`src/rtl/orion_sim_pkg.sv`:
```
// rtl/orion_sim_pkg.sv - shared state encoding and default switch value for the sim run controller
package orion_sim_pkg;

  typedef enum logic [1:0] {
    ST_RESET = 2'd0,
    ST_RUN   = 2'd1,
    ST_PAUSE = 2'd2,
    ST_STEP  = 2'd3
  } sim_state_t;

  localparam logic [7:0] SW_DEFAULT = 8'b0000_1001;

endpackage

```
`src/rtl/orion_ce_div.sv`:
```
// rtl/orion_ce_div.sv - programmable core clock-enable divider, period i_div+1 clocks
module orion_ce_div #(
  parameter int DIV_W = 4
) (
  input  logic             i_clk,
  input  logic             i_reset,
  input  logic             i_restart,
  input  logic             i_en,
  input  logic [DIV_W-1:0] i_div,
  output logic             o_ce
);

  logic [DIV_W-1:0] cnt;
  logic [DIV_W-1:0] period;

  // The period is captured only at restart and at each enable boundary, so a
  // divider change never shortens the period already in progress.
  always_ff @(posedge i_clk) begin
    if (i_reset) begin
      cnt    <= '0;
      period <= '0;
      o_ce   <= 1'b0;
    end else if (i_restart) begin
      cnt    <= '0;
      period <= i_div;
      o_ce   <= 1'b0;
    end else if (i_en) begin
      if (cnt == period) begin
        cnt    <= '0;
        period <= i_div;
        o_ce   <= 1'b1;
      end else begin
        cnt  <= cnt + 1'b1;
        o_ce <= 1'b0;
      end
    end else begin
      o_ce <= 1'b0;
    end
  end

endmodule

```
`src/rtl/orion_sim_ctrl.sv`:
```
// rtl/orion_sim_ctrl.sv - run/pause/step controller with timed core reset and config-switch handshake
module orion_sim_ctrl #(
  parameter int                SW_W       = 8,
  parameter logic [SW_W-1:0]   SW_DEFAULT = orion_sim_pkg::SW_DEFAULT,
  parameter int                DIV_W      = 4,
  parameter int                RST_CYCLES = 16,
  parameter int                CNT_W      = 32
) (
  input  logic             i_clk,
  input  logic             i_reset,
  input  logic             i_cfg_valid,
  output logic             o_cfg_ready,
  input  logic [SW_W-1:0]  i_cfg_sw,
  input  logic [DIV_W-1:0] i_turbo_div,
  input  logic             i_run,
  input  logic             i_step_valid,
  input  logic [CNT_W-1:0] i_step_count,
  output logic             o_step_done,
  output logic             o_core_ce,
  output logic             o_core_reset_n,
  output logic [SW_W-1:0]  o_cfg_sw,
  output logic [CNT_W-1:0] o_cycle_cnt,
  output logic [1:0]       o_state
);

  import orion_sim_pkg::*;

  localparam int RCW = (RST_CYCLES > 1) ? $clog2(RST_CYCLES) : 1;

  sim_state_t       state;
  sim_state_t       state_nxt;
  logic [RCW-1:0]   rst_cnt;
  logic [CNT_W-1:0] step_left;
  logic             cfg_xfer;
  logic             rst_done;
  logic             step_last;
  logic             div_restart;
  logic             div_en;
  logic             reset_n_nxt;
  logic             done_nxt;

  assign cfg_xfer  = i_cfg_valid && (state != ST_RESET);
  assign rst_done  = (rst_cnt == RCW'(RST_CYCLES - 1));
  // The step ends either immediately for a zero count or on its final enable.
  assign step_last = (step_left == '0) || (o_core_ce && (step_left == CNT_W'(1)));

  always_ff @(posedge i_clk) begin
    if (i_reset) begin
      state <= ST_RESET;
    end else begin
      state <= state_nxt;
    end
  end

  always_comb begin
    state_nxt = state;
    case (state)
      ST_RESET: begin
        if (rst_done) state_nxt = i_run ? ST_RUN : ST_PAUSE;
      end
      ST_RUN: begin
        if (cfg_xfer)    state_nxt = ST_RESET;
        else if (!i_run) state_nxt = ST_PAUSE;
      end
      ST_PAUSE: begin
        if (cfg_xfer)          state_nxt = ST_RESET;
        else if (i_step_valid) state_nxt = ST_STEP;
        else if (i_run)        state_nxt = ST_RUN;
      end
      ST_STEP: begin
        if (cfg_xfer)       state_nxt = ST_RESET;
        else if (step_last) state_nxt = ST_PAUSE;
      end
      default: state_nxt = ST_RESET;
    endcase
  end

  // Enables are only allowed while staying in RUN/STEP, so a departing
  // transition can never leave a stray enable behind in PAUSE or RESET.
  always_comb begin
    div_restart = 1'b0;
    div_en      = 1'b0;
    reset_n_nxt = 1'b0;
    done_nxt    = 1'b0;
    div_restart = ((state_nxt == ST_RUN)  && (state != ST_RUN)) ||
                  ((state_nxt == ST_STEP) && (state != ST_STEP));
    div_en      = ((state == ST_RUN)  && (state_nxt == ST_RUN)) ||
                  ((state == ST_STEP) && (state_nxt == ST_STEP));
    reset_n_nxt = (state_nxt != ST_RESET);
    done_nxt    = (state == ST_STEP) && (state_nxt == ST_PAUSE);
  end

  always_ff @(posedge i_clk) begin
    if (i_reset) begin
      rst_cnt        <= '0;
      step_left      <= '0;
      o_cfg_sw       <= SW_DEFAULT;
      o_cycle_cnt    <= '0;
      o_step_done    <= 1'b0;
      o_core_reset_n <= 1'b0;
    end else begin
      o_core_reset_n <= reset_n_nxt;
      o_step_done    <= done_nxt;

      if ((state == ST_RESET) && (state_nxt == ST_RESET)) rst_cnt <= rst_cnt + 1'b1;
      else                                                 rst_cnt <= '0;

      if (cfg_xfer) o_cfg_sw <= i_cfg_sw;

      if (state_nxt == ST_RESET) begin
        step_left <= '0;
      end else if ((state == ST_PAUSE) && (state_nxt == ST_STEP)) begin
        step_left <= i_step_count;
      end else if ((state == ST_STEP) && o_core_ce && (step_left != '0)) begin
        step_left <= step_left - 1'b1;
      end

      if (state_nxt == ST_RESET) o_cycle_cnt <= '0;
      else if (o_core_ce)        o_cycle_cnt <= o_cycle_cnt + 1'b1;
    end
  end

  orion_ce_div #(
    .DIV_W (DIV_W)
  ) u_ce_div (
    .i_clk     (i_clk),
    .i_reset   (i_reset),
    .i_restart (div_restart),
    .i_en      (div_en),
    .i_div     (i_turbo_div),
    .o_ce      (o_core_ce)
  );

  assign o_cfg_ready = (state != ST_RESET);
  assign o_state     = state;

endmodule

```
`config.mk`:
```
export PLATFORM = sky130hd
export DESIGN_NAME = orion_sim_ctrl
export DESIGN_NICKNAME = d
export VERILOG_FILES = /design/src/rtl/orion_sim_pkg.sv /design/src/rtl/orion_ce_div.sv /design/src/rtl/orion_sim_ctrl.sv
export SDC_FILE = /design/constraint.sdc
export NUM_CORES = 1
export LEC_CHECK = 0
export BUFFER_PORTS_ARGS = -buffer_cell sky130_fd_sc_hd__buf_4
export CORE_ASPECT_RATIO = 2
export CORE_UTILIZATION = 59
export DETAILED_ROUTE_END_ITERATION = 7
export PLACE_DENSITY = 0.95
export SYNTH_ARGS = -nofsm -noshare
export SYNTH_HDL_FRONTEND = slang
export SYNTH_SLANG_ARGS = --single-unit
```
`constraint.sdc`:
```
create_clock -name i_clk -period 5.1 [get_ports i_clk]
set_clock_uncertainty 0.2 [all_clocks]
set_input_delay 0.255 -clock i_clk [delete_from_list [all_inputs] [get_ports i_clk]]
set_output_delay 0.255 -clock i_clk [all_outputs]
set_load 0.05 [all_outputs]
```
### After elaboration in Yosys (flattened, before gate mapping)

Index checks and enable logic that the tools add are counted.

* bits in registers: 89

* reduce and logical (&&, ||, !) cells: 28
* bitwise logic cells: 2
* add/sub/neg operators: 4
* mux-type cells: 17
* equal/unequal tests: 11

Operators with widths (number)
* 2-to-1 mux 32 bit: 2
* adder 32 x 1 -> 32 bit, second input constant: 1
* == test 32 x 1 -> 1 bit, second input constant: 1
* logical NOT 32 bit: 1
* nonzero test 32 bit: 1
* subtractor 32 x 1 -> 32 bit, second input constant: 1
* 2-to-1 mux 2 bit: 9
* 2-to-1 mux 4 bit: 4
* logical AND 1 bit: 11
* nonzero test 2 bit: 5
* adder 4 x 1 -> 4 bit, second input constant: 2
* == test 2 bit, second input constant: 4
* case mux 2 bit (4 select lines): 1
* OR reduction 2 bit: 3
* == test 2 x 1 -> 1 bit, second input constant: 2
* == test 4 bit: 1
* == test 4 bit, second input constant: 1
* logical NOT 2 bit: 2
* logical OR 1 bit: 3
* OR reduction 3 bit: 1
* inequality test 2 x 1 -> 1 bit, second input constant: 1
* inequality test 2 bit, second input constant: 1
* NOT 1 bit: 2
* AND reduction 2 bit: 1
* 2-to-1 mux 1 bit: 1

### Depth between registers and ports, before layout

* word-level depth: 11
* gate-level depth with buffers: 9

### Modules after synthesis

A second synthesis with hierarchy kept.

* cell total of the unflattened synthesis: 526
* area total of the unflattened synthesis: 4383.0 um^2

Modules (own cells, without submodules)
* orion_sim_ctrl: cells each 469, instances 1, area an instance 3878.7 um^2
* orion_ce_div: cells each 57, instances 1, area an instance 504.2 um^2

### Least setup slack after synthesis

No wires, ideal clock.

* path type: register to register
* start point: register state[1], in the netlist o_state[1]
* end point: register step_left[17]
* setup time: 74 ps
* arrival: 2275 ps
* path buffers: 3
* data required time: 4826 ps
* stages on the path, launching flop included: 8
* slack: 2551 ps
* cells stage by stage: dfxtp_1 clkbuf_1 nand2_1 nor3_1 clkbuf_1 buf_1 nand2_1 a31oi_1

* longest elaborated chain between the ends: 7
* elaborated cells between the ends (all ways): 23
* classes of those cells: eq/ne: 4; mux: 10; reduce/logical: 9

Ends and longest elaborated chain
* from (decl): line orion_sim_ctrl.sv:30 `sim_state_t state;`
* from (signal assigned): line orion_sim_ctrl.sv:51 `state <= state_nxt;`
* 2-to-1 mux 2 bit or nonzero test 2 bit (tied branches): line orion_sim_ctrl.sv:68, orion_sim_ctrl.sv:42
* 2-to-1 mux 2 bit or logical AND 1 bit (tied branches): line orion_sim_ctrl.sv:67, orion_sim_ctrl.sv:42
* 2-to-1 mux 2 bit, on equally long branches: line orion_sim_ctrl.sv:66, orion_sim_ctrl.sv:62, orion_sim_ctrl.sv:71
* case mux 2 bit (4 select lines): line orion_sim_ctrl.sv:57 `case (state)`
* == test 2 bit: line orion_sim_ctrl.sv:112 `end else if ((state == ST_PAUSE) && (state_nxt == ST_STEP)) begin`
* logical AND 1 bit: line orion_sim_ctrl.sv:112
* 2-to-1 mux 32 bit or nonzero test 2 bit (tied branches)
* to (signal assigned): line orion_sim_ctrl.sv:113 `step_left <= i_step_count;`
* to (signal assigned): line orion_sim_ctrl.sv:115 `step_left <= step_left - 1'b1;`
* to (decl): line orion_sim_ctrl.sv:33 `logic [CNT_W-1:0] step_left;`

Parallel ways exist; a longest one is shown, timed or not.
A chain may end at the register's enable or synchronous reset.

### Worst setup path in the final report

* start point: register step_left[8]
* end point: register o_cycle_cnt[11]

* longest elaborated chain between the ends: 8
* elaborated cells between the ends (all ways): 9
* classes of those cells: eq/ne: 1; mux: 3; reduce/logical: 5

Ends and longest elaborated chain
* == test 32 x 1 -> 1 bit: line orion_sim_ctrl.sv:45 `assign step_last = (step_left == '0) || (o_core_ce && (step_left == CNT_W'(1)));`
* logical AND 1 bit: line orion_sim_ctrl.sv:45
* logical OR 1 bit *: line orion_sim_ctrl.sv:45
* 2-to-1 mux 2 bit *: line orion_sim_ctrl.sv:72 `else if (step_last) state_nxt = ST_PAUSE;`
* 2-to-1 mux 2 bit *: line orion_sim_ctrl.sv:71 `if (cfg_xfer) state_nxt = ST_RESET;`
* case mux 2 bit (4 select lines) *: line orion_sim_ctrl.sv:57
* logical NOT 2 bit *: line orion_sim_ctrl.sv:118 `if (state_nxt == ST_RESET) o_cycle_cnt <= '0;`
* OR reduction 2 bit (no source line) *
* to (signal assigned): line orion_sim_ctrl.sv:119 `else if (o_core_ce) o_cycle_cnt <= o_cycle_cnt + 1'b1;`
* to (decl): line orion_sim_ctrl.sv:22 `output logic [CNT_W-1:0] o_cycle_cnt,`

Mark *: on every way between the ends. The rest lies on a longest branch, timed or not.

==> reports/results.ini <==
[outcome]
outcome = complete, no violations

[finish]
multi_input_area_mm2 = 0.00247
layout_common_cells = 96 x buf_4, 89 x dfxtp_1, 72 x nor2_1
drive_gt1_share_pct = 19.8
final_cells = 742
fillCellCount = 482
num_antenna_cells = 0
final_common_cell = buf_4
finalNetCount = 700
area_growth_pct = 29.1
seqCellArea_mm2 = 0.00178

[setup_path]
slowest_delay_ps = 760
r2r_end = o_cycle_cnt[11]$_SDFFE_PP0P_
r2r_cells = 7
r2r_slack_ps = 1610
cpMostUsedCell = nor4_1
critPathRequiredTime_ps = 5120
critPathBufInv = 1
worstSetupPathType = register to register
crit_family = simple AND/OR/NAND/NOR gates
worst-path-max-fanout = 34
endpoint_kind = register
worstReg2RegStart = step_left[8]$_SDFFE_PP0P_
startpoint_type = register
slowest_stage = a21oi_4
path_cells = nor4_1, nand4_1, nor4_1, a31oi_1, a21oi_4, buf_4, nor2_1
arrival_ps = 3510

[global_routing]
top_usage_layer = met2
grt_max_degree = 35
antenna_found_initial = 0
use_met1_pct = 32.6
grt_pass1_vias = 4550
grt_util_all_layers_pct = 32.5
grt_pass1_wl_um = 20400
grt.overflow.total = 0
met3_usage_pct = 5.42
globalRouteMet2Util_pct = 59.5

[clock_network]
clk_latency_ps = 340
clkTransAtPathRegs_ps = 60
ctsHoldBuffers = 27
cts-htree-levels = 3
cts_buffers = 9
clk_path_buf_depth = 2
cts_resized = 0
cts_root_buf = clkbuf_16
tritoncts = done
clock_sinks = 89
postCtsSetupBuffers = 0

[sta]
hold_violations = 0
fmax_ghz = 0.287
setup_violations = 0
slew-limit-headroom_pct = 34.3
finalCritPeriodShare_pct = 68.4
rsz0062_at_grt = false
timing.final.crit_period_ps = 3490
tns_ps = 0
worstMarginPinSlew_ps = 986
finalMaxSlewViolations = 0

[floorplan]
ios = 95
die_h_um = 124
coreArea_mm2 = 0.00727
fp.dieW_um = 63.1
placementRows = 44
dieArea_mm2 = 0.00784
start_util_pct = 60.6

[detailed_routing]
drtPass1Iterations = 7
route.detailed.wl_per_inst_um = 16.8
drc_errors = 0
ant_nets = 0
drt-initial-drc-count = 453
num_vias = 4639
totalWireLength_um = 12500
vias_per_cell = 6.25

[pwr]
clockPowerShare_pct = 45.3
powerDensity_mw_per_mm2 = 243
max-vdd-ir-drop_mv = 0.251
seq_power_share_pct = 50.5
p_int_w = 0.00110
leakagePower_nw = 2.16
p_switching_w = 0.000282
p_comb_share_pct = 4.2
netSwitchingFraction_pct = 20.4

[place]
io_buffers = 94
dp.cells = 700
routabilityCongestion = 0.901
hpwl_um = 8390

[synth]
ys_seq_elements = 89
synth_edf_count = 0
synth_top_flop_cell = dfxtp_1
ys_async_sr_fraction_pct = 0
ys_seq_area_share_pct = 40.4
yosysWarnings = 0
syn_nets = 590
synth_area_per_cell_um2 = 8.22
netlist_area_mm2 = 0.00441
synth.distinct_cells = 56
synth_cells = 536

[job]
drv_cap = 0

[hold_path]
hold_end = step_left[18]$_SDFFE_PP0P_
holdCritStartpoint = i_step_count[18]
hold-path-cell-count = 3
min-delay-path-class = input pin to register

-- worst max-delay path by stage --
stage / slack [ps] / end / cells after the start / startpoint
after global routing: 1460 / o_cycle_cnt[14]$_SDFFE_PP0P_ / 7 / step_left[8]$_SDFFE_PP0P_
after floorplan: 2550 / step_left[17]$_SDFFE_PP0P_ / 7 / o_state[1]$_SDFF_PP0_
after global placement: 1940 / o_cycle_cnt[30]$_SDFFE_PP0P_ / 7 / step_left[26]$_SDFFE_PP0P_
after detailed placement: 1750 / o_cycle_cnt[15]$_SDFFE_PP0P_ / 7 / step_left[8]$_SDFFE_PP0P_
after CTS: 1730 / o_cycle_cnt[11]$_SDFFE_PP0P_ / 7 / step_left[8]$_SDFFE_PP0P_
final: 1610 / o_cycle_cnt[11]$_SDFFE_PP0P_ / 7 / step_left[8]$_SDFFE_PP0P_
-- per-layer routing --
layer | wire length [µm] | part of all wire, %
met1 | 4540 | 36
met2 | 6740 | 54
met3 | 720 | 5.8
met4 | 486 | 3.9
met5 | 0 | 0
-- power by group through the flow --
stage / Sequential, W / Combinational (W) / Clock, W
floorplan: 0.000714 / 0.00000763 / 0
global placement: 0.000714 / 0.0000391 / 0
detailed placement: 0.000714 / 0.0000404 / 0
CTS: 0.000699 / 0.0000575 / 0.000630
global route: 0.000699 / 0.0000620 / 0.000650
finish: 0.000699 / 0.0000585 / 0.000627
-- stage by stage --
step	cell area (µm²)	total power [W]	hold slack [ps]	setup WS, ps	util (%)
6_report	5690	0.00138	0.149	1610	78.3
5_1_grt	5690	0.00141	11.2	1460	78.3
4_1_cts	5690	0.00139	1.32	1730	78.3
3_5_place_dp	5130	0.000755	243	1750	70.7
3_3_place_gp	5130	0.000753	226	1940	70.7
2_1_floorplan	4410	0.000722	133	2550	-
-- cell families after synthesis --
| family | synth area share, % |
|---|---|
| buf+inv | 3.89 |
| xor+xnor | 7.36 |
| compound gates | 16.2 |
| mux | 1.14 |
| simple gates | 29.6 |
| fa+ha+maj | 1.42 |
| flops | 40.4 |
-- cell usage after synthesis, types with 3 or more instances --
| master | number | area, µm² |
|---|---|---|
| o311ai_0 | 8 | 70.1 |
| nor3b_1 | 3 | 22.5 |
| a31oi_1 | 23 | 144 |
| nand2b_1 | 5 | 31.3 |
| or2_2 | 6 | 37.5 |
| nor4_1 | 9 | 56.3 |
| and2_1 | 4 | 25.0 |
| xnor2_1 | 18 | 158 |
| o21ai_0 | 13 | 65.1 |
| xor2_1 | 19 | 166 |
| dfxtp_1 | 89 | 1780 |
| nand3_1 | 27 | 135 |
| and4_1 | 7 | 61.3 |
| nor3_1 | 12 | 60.1 |
| buf_2 | 5 | 25.0 |
| and3_1 | 5 | 31.3 |
| clkbuf_1 | 12 | 45.0 |
| or4_4 | 3 | 33.8 |
| nor2_1 | 72 | 270 |
| inv_1 | 13 | 48.8 |
| ha_1 | 5 | 62.6 |
| or3_1 | 10 | 62.6 |
| buf_4 | 5 | 37.5 |
| o211ai_1 | 9 | 67.6 |
| nand2_1 | 63 | 236 |
| a32oi_1 | 4 | 35.0 |
| nand4_1 | 11 | 68.8 |
| a21oi_1 | 27 | 135 |
| nand3b_1 | 3 | 22.5 |
| or4_1 | 6 | 45.0 |
| mux2i_1 | 5 | 50.1 |
-- sequential cells by signal, indices dropped and copies added (netlist names) --
name,flops
u_ce_div.o_ce,1
o_step_done,1
step_left,32
u_ce_div.period,4
o_cfg_sw,8
o_state,2
o_cycle_cnt,32
rst_cnt,4
u_ce_div.cnt,4
o_core_reset_n,1
-- worst reg2reg max path, cell delays in order, from the launching register on --
cell,delay (ps)
dfxtp_1,350
nor4_1,500
nand4_1,340
nor4_1,380
a31oi_1,250
a21oi_4,760
buf_4,470
nor2_1,100
-- layout make-up --
| cell class | count | area share, % |
|---|---|---|
| Clock buffer | 12 | 4.69 |
| Clock inverter | 3 | 0.264 |
| Inverter | 13 | 0.858 |
| Multi-Input combinational cell | 410 | 43.4 |
| Sequential cell | 89 | 31.3 |
| Tap cell | 92 | 2.02 |
| Timing Repair Buffer | 123 | 17.4 |
Note: power is estimated with default switching activity, not from simulation.
